<file path="config.mk">
export PLATFORM = sky130hd
export DESIGN_NAME = mem_bus_arbiter
export DESIGN_NICKNAME = d
export VERILOG_FILES = /design/src/rtl/mem_bus_arbiter_pkg.sv /design/src/rtl/mem_bus_arbiter.sv
export SDC_FILE = /design/constraint.sdc
export NUM_CORES = 1
export LEC_CHECK = 0
export CAP_MARGIN = 10
export CORE_AREA = 4 4 210 212
export CTS_BUF_LIST = sky130_fd_sc_hd__clkbuf_4
export DETAILED_ROUTE_END_ITERATION = 8
export DIE_AREA = 0 0 214 216
export GPL_ROUTABILITY_DRIVEN = 0
export GPL_TIMING_DRIVEN = 0
export PLACE_DENSITY = 0.47
export SLEW_MARGIN = 10
export SYNTH_ARGS = -nofsm -noshare
export SYNTH_HDL_FRONTEND = slang
export SYNTH_SLANG_ARGS = --single-unit
export TNS_END_PERCENT = 10
</file>
<file path="constraint.sdc">
create_clock -name clk -period 4.6 [get_ports clk]
set_clock_uncertainty 0.05 [all_clocks]
set_input_delay 1.38 -clock clk [delete_from_list [all_inputs] [get_ports clk]]
set_output_delay 1.38 -clock clk [all_outputs]
set_load 0.02 [all_outputs]
</file>
<file path="src/rtl/mem_bus_arbiter_pkg.sv">
// Shared types and constants for the IF/MEM memory port arbiter.
package mem_bus_arbiter_pkg;

    localparam int unsigned XLEN     = 64;
    localparam int unsigned MASK_W   = XLEN / 8;
    localparam int unsigned STARVE_W = 4;

    typedef enum logic [1:0] {
        ST_IDLE = 2'd0,
        ST_ADDR = 2'd1,
        ST_DATA = 2'd2
    } state_e;

    typedef enum logic {
        OWN_IF  = 1'b0,
        OWN_MEM = 1'b1
    } owner_e;

    // Request payload held on the memory bus from ADDR entry until grant
    typedef struct packed {
        logic              we;
        logic [XLEN-1:0]   addr;
        logic [XLEN-1:0]   wdata;
        logic [MASK_W-1:0] wmask;
    } bus_req_t;

endpackage

</file>
<file path="src/rtl/mem_bus_arbiter.sv">
// Arbitrates the single memory port between instruction fetch and load/store,
// one outstanding transaction at a time; flushes cancel or discard fetches.
module mem_bus_arbiter
    import mem_bus_arbiter_pkg::*;
#(
    parameter int unsigned STARVE_LIMIT = 4
) (
    input  logic              clk,
    input  logic              rst_n,
    input  logic              flush_i,

    input  logic              if_req_i,
    input  logic [XLEN-1:0]   if_addr_i,
    output logic [XLEN-1:0]   if_rdata_o,
    output logic              if_rvalid_o,

    input  logic              mem_req_i,
    input  logic              mem_we_i,
    input  logic [XLEN-1:0]   mem_addr_i,
    input  logic [XLEN-1:0]   mem_wdata_i,
    input  logic [MASK_W-1:0] mem_wmask_i,
    output logic [XLEN-1:0]   mem_rdata_o,
    output logic              mem_rvalid_o,

    output logic              bus_req_o,
    output logic              bus_we_o,
    output logic [XLEN-1:0]   bus_addr_o,
    output logic [XLEN-1:0]   bus_wdata_o,
    output logic [MASK_W-1:0] bus_wmask_o,
    input  logic              bus_gnt_i,
    input  logic              bus_rvalid_i,
    input  logic [XLEN-1:0]   bus_rdata_i,

    output logic              hold_flag_if_o,
    output logic              hold_flag_mem_o
);

    localparam logic [STARVE_W-1:0] STARVE_MAX = STARVE_W'(STARVE_LIMIT);

    state_e              state_q,   state_d;
    owner_e              owner_q,   owner_d;
    logic                discard_q, discard_d;
    logic [STARVE_W-1:0] starve_q,  starve_d;
    logic                bus_req_q, bus_req_d;
    bus_req_t            bus_q,     bus_d;

    logic if_eligible;
    logic if_forced;
    logic if_flushed;
    logic resp_fire;

    // State and registered bus payload
    always_ff @(posedge clk) begin
        if (!rst_n) begin
            state_q   <= ST_IDLE;
            owner_q   <= OWN_MEM;
            discard_q <= 1'b0;
            starve_q  <= '0;
            bus_req_q <= 1'b0;
            bus_q     <= '0;
        end else begin
            state_q   <= state_d;
            owner_q   <= owner_d;
            discard_q <= discard_d;
            starve_q  <= starve_d;
            bus_req_q <= bus_req_d;
            bus_q     <= bus_d;
        end
    end

    // Next state, arbitration and response routing
    always_comb begin
        state_d      = state_q;
        owner_d      = owner_q;
        discard_d    = discard_q;
        starve_d     = starve_q;
        bus_req_d    = bus_req_q;
        bus_d        = bus_q;
        if_rvalid_o  = 1'b0;
        mem_rvalid_o = 1'b0;

        if_eligible = if_req_i && !flush_i;
        if_forced   = if_eligible && (starve_q == STARVE_MAX);
        if_flushed  = (owner_q == OWN_IF) && flush_i;
        resp_fire   = (state_q == ST_DATA) && bus_rvalid_i;

        unique case (state_q)
            ST_IDLE: begin
                if (!if_req_i) begin
                    starve_d = '0;
                end
                if (mem_req_i && !if_forced) begin
                    owner_d     = OWN_MEM;
                    bus_d.we    = mem_we_i;
                    bus_d.addr  = mem_addr_i;
                    bus_d.wdata = mem_wdata_i;
                    bus_d.wmask = mem_wmask_i;
                    bus_req_d   = 1'b1;
                    state_d     = ST_ADDR;
                    if (if_req_i && (starve_q != STARVE_MAX)) begin
                        starve_d = starve_q + STARVE_W'(1);
                    end
                end else if (if_eligible) begin
                    owner_d     = OWN_IF;
                    bus_d.we    = 1'b0;
                    bus_d.addr  = if_addr_i;
                    bus_d.wdata = '0;
                    bus_d.wmask = '0;
                    bus_req_d   = 1'b1;
                    state_d     = ST_ADDR;
                    starve_d    = '0;
                end
            end

            ST_ADDR: begin
                // A grant wins over a same-cycle flush; the data is then discarded
                if (bus_gnt_i) begin
                    state_d   = ST_DATA;
                    bus_req_d = 1'b0;
                    if (if_flushed) begin
                        discard_d = 1'b1;
                    end
                end else if (if_flushed) begin
                    state_d   = ST_IDLE;
                    bus_req_d = 1'b0;
                end
            end

            ST_DATA: begin
                if (if_flushed) begin
                    discard_d = 1'b1;
                end
                if (bus_rvalid_i) begin
                    state_d   = ST_IDLE;
                    discard_d = 1'b0;
                end
            end

            default: begin
                state_d   = ST_IDLE;
                bus_req_d = 1'b0;
            end
        endcase

        if (resp_fire) begin
            if (owner_q == OWN_MEM) begin
                mem_rvalid_o = 1'b1;
            end else begin
                if_rvalid_o = !discard_q && !flush_i;
            end
        end
    end

    assign if_rdata_o  = bus_rdata_i;
    assign mem_rdata_o = bus_rdata_i;

    assign bus_req_o   = bus_req_q;
    assign bus_we_o    = bus_q.we;
    assign bus_addr_o  = bus_q.addr;
    assign bus_wdata_o = bus_q.wdata;
    assign bus_wmask_o = bus_q.wmask;

    // A flushed fetch is not a stall: the controller redirects instead
    assign hold_flag_if_o  = if_req_i && !if_rvalid_o && !flush_i;
    assign hold_flag_mem_o = mem_req_i && !mem_rvalid_o;

endmodule

</file>
# --- Word level (Yosys, flattened, before mapping) ---
# Index checks and enable logic that the tools add are counted.
totals:
  output_inout_bits: 270
  reg_bits: 146
  inputBits: 272
  word_cells: 69
classes:
  eq_ne: 8
  addsub: 1
  n_reduce_logical: 22
  n_mux: 27
  n_bitwise: 2
ops:
  columns: ["operator", "count"]
  rows:
  - ["two-way mux 137 bit", 2]
  - ["two-way mux 4 bit", 4]
  - ["two-way mux 1 bit", 13]
  - ["logical AND 1 bit", 10]
  - ["two-way mux 2 bit", 5]
  - ["inequality test 3 bit, second input constant", 2]
  - ["one-hot mux 2 bit (3 select lines)", 1]
  - ["AND reduction 3 bit", 2]
  - ["zero test 1 bit", 5]
  - ["adder 4 x 1 -> 4 bit, second input constant", 1]
  - ["== test 4 x 3 -> 1 bit, second input constant", 1]
  - ["inequality test 2 bit, second input constant", 2]
  - ["inequality test 4 x 3 -> 1 bit, second input constant", 1]
  - ["AND reduction 2 bit", 2]
  - ["nonzero test 2 bit", 2]
  - ["one-hot mux 1 bit (3 select lines)", 1]
  - ["== test 2 x 1 -> 1 bit, second input constant", 1]
  - ["== test 2 bit, second input constant", 1]
  - ["zero test 2 bit", 1]
  - ["inverter 1 bit", 2]
  - ["one-hot mux 1 bit (2 select lines)", 1]

# --- Logic depth before layout (Yosys ltp) ---
logic_depth:
  word_depth: 7
  ltp_mapped: 8

# --- Least setup slack after synthesis ---
# No wires, ideal clock.
synth_path:
  kind: "input -> output"
  from: "in bus_rvalid_i"
  to: "out if_rvalid_o"
  t_arrival_ns: 2.071
  slack_ns: 1.099
  stages: 2
  path_buffers: 0
  cell_sequence: "nand2_1 > nor4_1"
synth_between:
  elab_chain_cells: 2
synth_lines:
  columns: ["element", "line", "text"]
  rows:
  - ["from (decl)", "mem_bus_arbiter.sv:31", "input logic bus_rvalid_i,"]
  - ["logical AND 1 bit", "mem_bus_arbiter.sv:85", "resp_fire = (state_q == ST_DATA) && bus_rvalid_i;"]
  - ["two-way mux 1 bit", "mem_bus_arbiter.sv:145", "if (resp_fire) begin"]
  - ["to (decl)", "mem_bus_arbiter.sv:15", "output logic if_rvalid_o,"]
# No other way between the ends.

# --- Worst setup path in the final report ---
layout_path:
  from: "in if_req_i"
  to: "out hold_flag_if_o"
layout_between:
  elab_chain_cells: 2
layout_lines:
  columns: ["element", "line", "text"]
  rows:
  - ["from (decl)", "mem_bus_arbiter.sv:12", "input logic if_req_i,"]
  - ["logical AND 1 bit (2 in series)", "mem_bus_arbiter.sv:164", "assign hold_flag_if_o = if_req_i && !if_rvalid_o && !flush_i;"]
  - ["to (decl)", "mem_bus_arbiter.sv:34", "output logic hold_flag_if_o,"]
# No other way between the ends.

==> PnR_summary.wiki <==
{| class="wikitable"
! Metric !! Value
|-
| GRT Overall Usage || 0.114
|-
| Worst R2R Start || state_q[1]$_SDFFE_PN0P_
|-
| Area added between synthesis and finish || 89.0%
|-
| Number of endpoints with negative hold slack in the final report || 0
|-
| Count of hold buffers inserted by post-cts repair || 0
|-
| Avg WL per Cell || 17.1 um
|-
| Initial core utilization || 0.153
|-
| Synth area leaders || sky130_fd_sc_hd__dfxtp_1 46%, sky130_fd_sc_hd__buf_4 15%, sky130_fd_sc_hd__mux2i_1 10%, sky130_fd_sc_hd__a22o_1 10%, sky130_fd_sc_hd__o2bb2ai_1 8.8%
|-
| Register area share after synthesis || 0.456
|-
| Final-stage net count || between 1k and 1.5k
|-
| Wire length after detailed routing || 27.8 mm
|-
| Wire length of the first global-routing pass || 40.4 mm
|-
| CP max FO || 6
|-
| Kind of end point of the critical path || output pin
|-
| Setup TNS Final || 0 ps
|-
| Antenna violations before repair || 2
|-
| Remaining number of nets flagged by the antenna check after routing || 0
|-
| Most used cell, CP || sky130_fd_sc_hd__clkdlybuf4s50_1
|-
| Largest net degree at the start of global routing || 17
|-
| Path type of the worst min-delay path || reg2reg
|-
| Site row count || 75
|-
| Clk Tree Root Cell || sky130_fd_sc_hd__clkbuf_4
|-
| Cells along the critical path || clkdlybuf4s50_1, nand2b_1, nor2_1, clkdlybuf4s50_1
|-
| Pre-CTS WS || about 290 ps
|-
| Min cycle time layout || 4320 ps
|-
| Num Clock Sinks || 146
|-
| Via count normalized by instance count || around 3.7
|-
| Via count || 5990
|-
| Met3 layer wire length in the routed design || 2.42 mm
|-
| Cell area reported after detailed placement || 11900 um^2
|-
| Vias in the first global route || 6368
|-
| Number of gates resized after cts || 0
|-
| Synth cell count leaders || 146 x sky130_fd_sc_hd__dfxtp_1, 129 x sky130_fd_sc_hd__buf_4, 73 x sky130_fd_sc_hd__a22o_1, 64 x sky130_fd_sc_hd__mux2i_1, 64 x sky130_fd_sc_hd__o2bb2ai_1
|-
| Source of the critical timing path || if_req_i
|-
| Period utilization || 0.939
|-
| Final routed DRC violation total || 0
|-
| Average cell area after synthesis || 11.2 um^2
|-
| Number of unique standard cell types used by synthesis || 38
|-
| Max rail drop VDD || roughly 0.14 mV
|-
| Buffers inserted during post-CTS setup optimization || 0
|-
| Metal2 WL || between 10 and 15 mm
|-
| Worst-Margin Slew || 677 ps
|-
| Die width || between 200 and 250 um
|-
| Number of enable-type register cells in the synthesized netlist || 0
|-
| Number of storage elements in the synthesis netlist || ~150
|-
| Number of violations of the max-capacitance limit || 0
|-
| Worst setup path category || in2out
|-
| Net count after synthesis || approximately 850
|-
| Iter 0 DRT Violations || 174
|-
| Main flop type after synthesis || sky130_fd_sc_hd__dfxtp_1
|-
| Final Setup Violations || 0
|-
| Total of buffers placed on input and output ports || 477
|-
| Fraction of post-synthesis cell area in the top cell type by area || 0.456
|-
| Overflow after GRT || 0
|-
| Most instantiated library cell after synthesis || sky130_fd_sc_hd__dfxtp_1
|-
| Number of H-tree branching levels || 4
|-
| Number of max-slew violations in the final report || 0
|-
| Hold wc startpoint || bus_addr_o[50]$_SDFFE_PN0P_
|-
| Critical path buffers and inverters || 2
|-
| Yosys synthesis warning count || 0
|-
| Power consumption || roughly 3.3 mW
|-
| Worst slew margin relative to its limit || 0.548
|-
| Netlist area before placement || 6410 um^2
|-
| DP Wirelength || 22.5 mm
|-
| 1st-pass router iterations || 6
|-
| Power density cells || roughly 270 nW/um^2
|-
| Crit-path slowest cell || sky130_fd_sc_hd__clkdlybuf4s50_1
|-
| PnR worst setup slack || 279 ps
|-
| Final instance area || 12100 um^2
|-
| Syn Inst Count || 573
|-
| Full die area || 46200 um^2
|-
| Total leakage power || between 4 and 5 nW
|-
| TritonCTS clock tree || done
|-
| Synth async-reset ratio || 0
|-
| Clock buffers created by TritonCTS || 17
|-
| Required time at the endpoint of the critical path || between 3000 and 4000 ps
|-
| Std-Cell Core Area || ~42000 um^2
|-
| Clock Pin Slew Worst Setup and Hold Paths || 120 ps
|-
| Highest clock rate || around 230 MHz
|-
| Clock tree buffer depth || 2
|-
| Unrepaired setup endpoints after global routing || no
|-
| Result of the run || finished, final reports clean
|-
| I/O Pins || ~540
|-
| Stage delay of the slowest cell on the critical path || 640 ps
|-
| Crit path launch type || primary input
|-
| DR top layer || met4
|-
| Clock insertion delay at the later pin of the skew report || 580 ps
|-
| WP data arrival || 2890 ps
|-
| Vertical die dimension || 216 um
|-
| Fraction of layout instances using a drive strength above 1 || 0.181
|-
| CP delay by family, top || buffers and inverters
|-
| WL met1 || ~11 mm
|-
| Cell type contributing the most total cell area after synthesis || sky130_fd_sc_hd__dfxtp_1
|-
| Fin util || 0.289
|}
==> cell families (layout without fill, tap and decap cells) <==
group | after synthesis | in the layout | share of synthesized area
AOI/OAI and AO/OA | 155 | 155 | 0.206
muxes | 64 | 64 | 0.100
and+or+nand+nor | 36 | 36 | 0.0311
DFF | 146 | 146 | 0.456
buffers and inverters | 170 | 679 | 0.203
adders and majority gates | 2 | 2 | 0.00391
other | 0 | 3 | 0
==> layout make-up <==
class	count	area, um^2
Timing Repair Buffer	477	4770
Tap cell	539	674
Clock inverter	15	120
Fill cell	4409	29800
Buffer	167	1290
Multi-Input combinational cell	257	2190
Inverter	3	11.3
Clock buffer	17	128
Antenna cell	3	7.51
Sequential cell	146	2920
==> per-layer routing <==
layer  vias up  track usage
met5         -            0
met4         0       0.0303
met3        13       0.0544
met2       254        0.204
met1      2758        0.122
li1       2965            -
==> worst reg2reg max path, stage by stage (launching register included) <==
cell and delay [ps]:
sky130_fd_sc_hd__dfxtp_1 320, sky130_fd_sc_hd__clkbuf_1 190, sky130_fd_sc_hd__nor2_1 300, sky130_fd_sc_hd__a21boi_1 330
sky130_fd_sc_hd__nand2_1 480, sky130_fd_sc_hd__buf_2 420, sky130_fd_sc_hd__o2bb2ai_1 170
==> through the flow <==
step | hold slack [ps] | instances
CTS | 430 | 1621
finish | 425 | 1624
global route | 439 | 1624
floorplan | 425 | 573
global placement | 395 | 1589
detailed placement | 395 | 1589
==> flip-flops by register name, summed over array words and instances (netlist names) <==
name,flops
bus_we_o,1
starve_q,4
discard_q,1
owner_q,1
bus_wmask_o,8
bus_addr_o,64
bus_wdata_o,64
state_q,2
bus_req_o,1
==> path summary, 6_finish.rpt <==
| path | slack, ps | cells after the start | end |
|---|---|---|---|
| setup / recovery | 280 | 4 | hold_flag_if_o |
| hold / removal | 420 | 1 | bus_addr_o[50]$_SDFFE_PN0P_ |
| setup reg to reg | 2270 | 6 | bus_addr_o[42]$_SDFFE_PN0P_ |
| hold reg to reg | 420 | 1 | bus_addr_o[50]$_SDFFE_PN0P_ |
==> report_power, final <==
group          switching, mW  internal (mW)
clock                  0.562          0.230
sequential            0.0575           1.37
combinational          0.475          0.600
total                   1.09           2.20
==> placed cells by master (no fill, tap or decap), drive strengths merged, types with 3 or more instances in the layout <==
master,instances
clkdlybuf4s50,477
o2bb2ai,64
clkinv,5
clkbuf,20
nand2,8
buf,164
nand3,3
diode,3
a22o,73
nor2b,3
nor2,5
nand2b,3
mux2i,64
inv,12
dfxtp,146
o21ai,5
Power figures use the tool's default switching activity.
